[config.mk]
export PLATFORM = sky130hd
export DESIGN_NAME = klein_64_dec
export DESIGN_NICKNAME = d
export VERILOG_FILES = /design/src/rtl/klein_64_dec.sv
export SDC_FILE = /design/constraint.sdc
export NUM_CORES = 1
export LEC_CHECK = 0
export BUFFER_PORTS_ARGS = -buffer_cell sky130_fd_sc_hd__buf_4
export CAP_MARGIN = 20
export CORE_MARGIN = 2
export CORE_UTILIZATION = 30
export CTS_CLUSTER_SIZE = 28
export DETAILED_ROUTE_END_ITERATION = 6
export GPL_TIMING_DRIVEN = 1
export HOLD_SLACK_MARGIN = 0.12
export SLEW_MARGIN = 20
export SYNTH_ARGS = -nofsm -noshare
export SYNTH_HDL_FRONTEND = slang
export SYNTH_SLANG_ARGS = --single-unit
[constraint.sdc]
create_clock -name ck -period 3.25 [get_ports ck]
set_input_delay 0.325 -clock ck [delete_from_list [all_inputs] [get_ports ck]]
set_output_delay 0.325 -clock ck [all_outputs]
set_load 0.02 [all_outputs]
[src/rtl/klein_64_dec.sv]
// KLEIN-64 block decryptor, byte-serial I/O.
// A block is loaded over 8 cycles, the key is expanded forward to sk13 in
// 12 cycles, then 12 inverse rounds walk the key schedule back down to sk1.
// The plaintext is then streamed out over 8 cycles, MSB byte first.
// Fixed 40-cycle block period; ready in cycles 32..39 after start.
module klein_64_dec #(
    parameter int NR = 12
) (
    input  logic       ck,
    input  logic       rst,
    input  logic       start,
    input  logic [0:7] inp,
    input  logic [0:7] key,
    output logic       ready,
    output logic [0:7] out
);

    typedef enum logic [2:0] {
        IDLE,
        LOAD,
        EXPAND,
        ROUND,
        OUT
    } state_t;

    state_t      st, st_nx;
    logic [3:0]  cnt, cnt_nx;   // byte phase in LOAD / OUT
    logic [3:0]  rnd, rnd_nx;   // key-schedule / round index i
    logic [63:0] x, x_nx;       // cipher state, byte 0 in [63:56]
    logic [63:0] k, k_nx;       // current round key
    logic [7:0]  bsel;

    // ------------------------------------------------------------------
    // Primitives
    // ------------------------------------------------------------------

    // KLEIN S-box; an involution, so it serves both directions.
    function automatic logic [3:0] sb(input logic [3:0] v);
        logic [3:0] r;
        case (v)
            4'h0: r = 4'h7;
            4'h1: r = 4'h4;
            4'h2: r = 4'hA;
            4'h3: r = 4'h9;
            4'h4: r = 4'h1;
            4'h5: r = 4'hF;
            4'h6: r = 4'hB;
            4'h7: r = 4'h0;
            4'h8: r = 4'hC;
            4'h9: r = 4'h3;
            4'hA: r = 4'h2;
            4'hB: r = 4'h6;
            4'hC: r = 4'h8;
            4'hD: r = 4'hE;
            4'hE: r = 4'hD;
            default: r = 4'h5;
        endcase
        return r;
    endfunction

    function automatic logic [15:0] sb16(input logic [15:0] v);
        logic [15:0] r;
        for (int n = 0; n < 4; n++) r[4*n +: 4] = sb(v[4*n +: 4]);
        return r;
    endfunction

    function automatic logic [63:0] sb64(input logic [63:0] v);
        logic [63:0] r;
        for (int n = 0; n < 16; n++) r[4*n +: 4] = sb(v[4*n +: 4]);
        return r;
    endfunction

    // Multiply by x in GF(2^8) mod x^8+x^4+x^3+x+1.
    function automatic logic [7:0] xt(input logic [7:0] v);
        return {v[6:0], 1'b0} ^ (v[7] ? 8'h1b : 8'h00);
    endfunction

    // Multiply by a 4-bit constant m (sum of x^0..x^3 terms).
    function automatic logic [7:0] gm(input logic [7:0] v, input logic [3:0] m);
        logic [7:0] v2, v4, v8, r;
        v2 = xt(v);
        v4 = xt(v2);
        v8 = xt(v4);
        r  = (m[0] ? v  : 8'h00) ^ (m[1] ? v2 : 8'h00) ^
             (m[2] ? v4 : 8'h00) ^ (m[3] ? v8 : 8'h00);
        return r;
    endfunction

    // AES InvMixColumns on one 32-bit column (byte 0 in the MSBs).
    function automatic logic [31:0] inv_mix_col(input logic [31:0] c);
        logic [7:0] s0, s1, s2, s3;
        logic [7:0] r0, r1, r2, r3;
        s0 = c[31:24];
        s1 = c[23:16];
        s2 = c[15:8];
        s3 = c[7:0];
        r0 = gm(s0, 4'd14) ^ gm(s1, 4'd11) ^ gm(s2, 4'd13) ^ gm(s3, 4'd9);
        r1 = gm(s0, 4'd9)  ^ gm(s1, 4'd14) ^ gm(s2, 4'd11) ^ gm(s3, 4'd13);
        r2 = gm(s0, 4'd13) ^ gm(s1, 4'd9)  ^ gm(s2, 4'd14) ^ gm(s3, 4'd11);
        r3 = gm(s0, 4'd11) ^ gm(s1, 4'd13) ^ gm(s2, 4'd9)  ^ gm(s3, 4'd14);
        return {r0, r1, r2, r3};
    endfunction

    // Forward key step sk(i) -> sk(i+1).
    function automatic logic [63:0] ks_fwd(input logic [63:0] kv, input logic [3:0] i);
        logic [31:0] ra, rb, na, nb;
        ra = {kv[55:32], kv[63:56]};
        rb = {kv[23:0],  kv[31:24]};
        na = rb;
        nb = ra ^ rb;
        na[15:8] = na[15:8] ^ {4'h0, i};
        nb[23:8] = sb16(nb[23:8]);
        return {na, nb};
    endfunction

    // Inverse key step sk(i+1) -> sk(i); undoes ks_fwd in reverse order.
    function automatic logic [63:0] ks_inv(input logic [63:0] kv, input logic [3:0] i);
        logic [31:0] na, nb, ra, rb;
        na = kv[63:32];
        nb = kv[31:0];
        nb[23:8] = sb16(nb[23:8]);
        na[15:8] = na[15:8] ^ {4'h0, i};
        rb = na;
        ra = na ^ nb;
        return {ra[7:0], ra[31:8], rb[7:0], rb[31:8]};
    endfunction

    // One inverse round without the key addition.
    function automatic logic [63:0] dec_core(input logic [63:0] v);
        logic [63:0] t;
        t = {inv_mix_col(v[63:32]), inv_mix_col(v[31:0])};
        t = {t[15:0], t[63:16]};
        return sb64(t);
    endfunction

    // ------------------------------------------------------------------
    // Datapath / FSM
    // ------------------------------------------------------------------

    // State register with synchronous reset.
    always_ff @(posedge ck) begin
        if (rst) begin
            st  <= IDLE;
            cnt <= 4'd0;
            rnd <= 4'd0;
            x   <= 64'h0;
            k   <= 64'h0;
        end else begin
            st  <= st_nx;
            cnt <= cnt_nx;
            rnd <= rnd_nx;
            x   <= x_nx;
            k   <= k_nx;
        end
    end

    // Next-state and datapath update.
    always_comb begin
        logic [63:0] kn;
        st_nx  = st;
        cnt_nx = cnt;
        rnd_nx = rnd;
        x_nx   = x;
        k_nx   = k;
        kn     = 64'h0;
        case (st)
            IDLE: begin
                if (start) begin
                    x_nx   = {56'h0, inp};
                    k_nx   = {56'h0, key};
                    cnt_nx = 4'd1;
                    st_nx  = LOAD;
                end
            end
            LOAD: begin
                x_nx   = {x[55:0], inp};
                k_nx   = {k[55:0], key};
                cnt_nx = cnt + 4'd1;
                if (cnt == 4'd7) begin
                    cnt_nx = 4'd0;
                    rnd_nx = 4'd1;
                    st_nx  = EXPAND;
                end
            end
            EXPAND: begin
                kn   = ks_fwd(k, rnd);
                k_nx = kn;
                if (rnd == 4'(NR)) begin
                    // sk13 is the final whitening key of encryption.
                    x_nx  = x ^ kn;
                    st_nx = ROUND;
                end else begin
                    rnd_nx = rnd + 4'd1;
                end
            end
            ROUND: begin
                kn     = ks_inv(k, rnd);
                k_nx   = kn;
                x_nx   = dec_core(x) ^ kn;
                rnd_nx = rnd - 4'd1;
                if (rnd == 4'd1) begin
                    cnt_nx = 4'd0;
                    st_nx  = OUT;
                end
            end
            OUT: begin
                cnt_nx = cnt + 4'd1;
                if (cnt == 4'd7) begin
                    cnt_nx = 4'd0;
                    st_nx  = IDLE;
                end
            end
            default: st_nx = IDLE;
        endcase
    end

    // Output byte decoded from registered state only.
    always_comb begin
        bsel  = x[{~cnt[2:0], 3'b000} +: 8];
        ready = (st == OUT);
        out   = ready ? bsel : 8'h00;
    end

endmodule

==> impl_results.md <==
* Die Height at roughly 260 microns
* Unrepaired setup endpoints after global routing: true
* Die X at 256 microns
* Worst-case clock skew at approximately 0.012 ns
* Tcrit/Tclk final at 1.10
* GRT Total Usage at 0.234
* HP Class: input port to register
* Register bit total from synthesis at 155
* Hold EP: x[7]
* Placer Congestion at 0.972
* Crit. End Element: register
* Vias at about 18000
* Mapped cell area at 0.0191 sq mm
* Clk Latency, worst-skew pair at roughly 0.45 ns
* Num rows at 92
* Reg2Reg Depth at 12
* Number of global-route vias before repair at around 18000
* CTS Buf Count at 17
* CTS tree: done
* Worst Setup Slack, final at -0.325 ns
* Crit Reg-Reg Endpoint: x[31]
* CP required at 3.53 ns
* Antenna violations before repair at 1
* Die area at between 0.06 and 0.07 sq mm
* Starting Density at 0.303
* Relative slew slack at 0.330
* Outcome: finished, violations left
* Syn_area_per_cell at ~9 sq um
* Layout Cells excl Fill at 3380
* Yosys warning total at 0
* Core area at about 0.063 sq mm
* Post-Syn Nets at ~2300
* Predominant post-synthesis flop cell: dfxtp_1
* Largest net degree at the start of global routing at slightly below 60
* Layout cells sized above 1 at 0.367
* Crit path kind: register to register
* Synth-to-Final Area Change at 34.9%
* Failing checks: design-rule violations, negative setup slack
* DRT iter0 DRCs at 2472
* Placed cell count at ~3300
* VDD IR max at 0.365 mV
* Clock transition at path regs at 0.07 ns
* Crit start category: register
* Most frequent cells in the layout: buf_4, xnor2_1, nor2_1, a21oi_1, dfxtp_1
* Synth cell types at 69
* Sequential share of the synthesized area at 0.162
* Synth async-reset ratio at 0
* Slew @ Worst Pin at approximately 1 ns
* Worst Path Max Fanout at 3
* Post-DP HPWL at roughly 63000 microns
* MaxCap Viol Count at 0
* Max frequency at 280 MHz
* FILL cells at around 6100
* Post-synth EDFFs at 0
* I/O pin cnt at 28
* Clk sink count at 155
* WL final at 79800 microns
* Worst hold margin at 0.189 ns
* Commonest non-fill, non-tap cell in the layout: buf_4
* DRC Markers at 15
* Tmin final at 3.58 ns
* Vias/cell at about 5.4
* Final layout net count at ~2600
* Reg2reg setup slack at -0.33 ns
* Gate count after technology mapping at 2172
* Cell chosen for the clock root: clkbuf_16
* First-pass GRT wire length at 116000 microns
* Global route total overflow at 0
* Drt first pass iters at 7
* Fin Setup TNS at -1.73 ns
* Arrival @ worst endpoint at 3.85 ns
* Final setup fails at 19
* PortBufs at 27
* Total Power at just under 8 mW
* Final Max Slew Viols at 0
* Lkg Pwr at 10.8 nW
* Clock buffer depth at 2
* Wirelength per Cell at 23.6 microns
* Hold path cells at 3
* Worst setup path start: x[53]
* Cell area power density at roughly 300 mW/mm^2
* CTS H-tree depth at 4
* Hold path startpoint: inp[0]
* R2R Path Start: x[53]
* Antenna cell count at 0
* Final hold viol count at 0
* Post-DRT Antenna Nets at 0
* Post-layout util at 0.409
==> metrics by stage <==
stage	instance area, sq um	setup WS [ns]
global route	25800	-0.368
finish	25800	-0.325
global placement	22900	-0.523
detailed placement	22900	-0.552
floorplan	19200	-0.00417
CTS	24400	-0.228
==> report_power, final <==
part | internal [mW] | total, mW | switching [mW]
clock | 1.11 | 2.10 | 0.988
combinational | 1.74 | 3.71 | 1.97
sequential | 1.93 | 1.99 | 0.0543
total | 4.78 | 7.79 | 3.02
==> critical path, cell delays in order (launching register included) <==
cell and delay [ns]:
dfxtp_4 0.36, buf_6 0.13, xnor2_4 0.14, xnor3_1 0.45
xnor3_2 0.31, xnor2_4 0.17, buf_6 0.13, ha_4 0.25
inv_2 0.03, mux4_2 0.48, xor2_1 0.16, a222oi_1 0.54
o21ai_1 0.25
==> logic make-up after synthesis <==
logic type | share of synthesized area
muxes | 0.124
and+or+nand+nor | 0.0956
buffers and inverters | 0.0639
xor gates and xnor gates | 0.324
AOI/OAI and AO/OA | 0.160
adders and majority gates | 0.0708
DFF | 0.162
==> metal layers <==
metal | track usage | wire [microns] | up-vias
li1 | - | - | 8237
met1 | 0.320 | 33500 | 8940
met4 | 0.0887 | 3790 | 0
met2 | 0.367 | 35300 | 998
met5 | 0 | 0 | -
met3 | 0.0410 | 7160 | 192
==> how the worst max path moves through the flow <==
stage / to / slack (ns) / depth (start not counted)
floorplan: x[30] / -0.004 / 11
global placement: x[31] / -0.52 / 12
detailed placement: x[31] / -0.55 / 12
CTS: x[31] / -0.23 / 12
global route: x[30] / -0.37 / 12
finish: x[31] / -0.33 / 12
==> Yosys cell counts (all sizes together), types with 23 or more instances <==
cell type,n,area share
a22oi,31,0.012
xnor3,52,0.062
mux2,27,0.016
o21ai,100,0.026
xnor2,347,0.18
nor2,227,0.045
inv,107,0.021
dfxtp,155,0.16
mux2i,75,0.039
ha,108,0.071
nor3,45,0.012
xor2,129,0.064
a21oi,186,0.049
mux4,58,0.068
a221oi,43,0.021
clkbuf,110,0.022
a222oi,23,0.012
buf,73,0.021
nand2,110,0.022
==> timing repair <==
item,4_1_cts,5_1_grt
endpoints found under the setup margin,43,60
resized for setup,127,211
hold buffers,0,0
setup buffers,26,44
pin swaps,64,108
==> final cells by class <==
type | instances | area [sq um] | share of cell area
Inverter | 107 | 404 | 0.0157
Sequential cell | 155 | 3180 | 0.123
Clock inverter | 14 | 146 | 0.00568
Multi-Input combinational cell | 1727 | 16400 | 0.638
Clock buffer | 18 | 439 | 0.0170
Timing Repair Buffer | 513 | 4110 | 0.159
Tap cell | 846 | 1060 | 0.0411
Power figures use the tool's default switching activity.
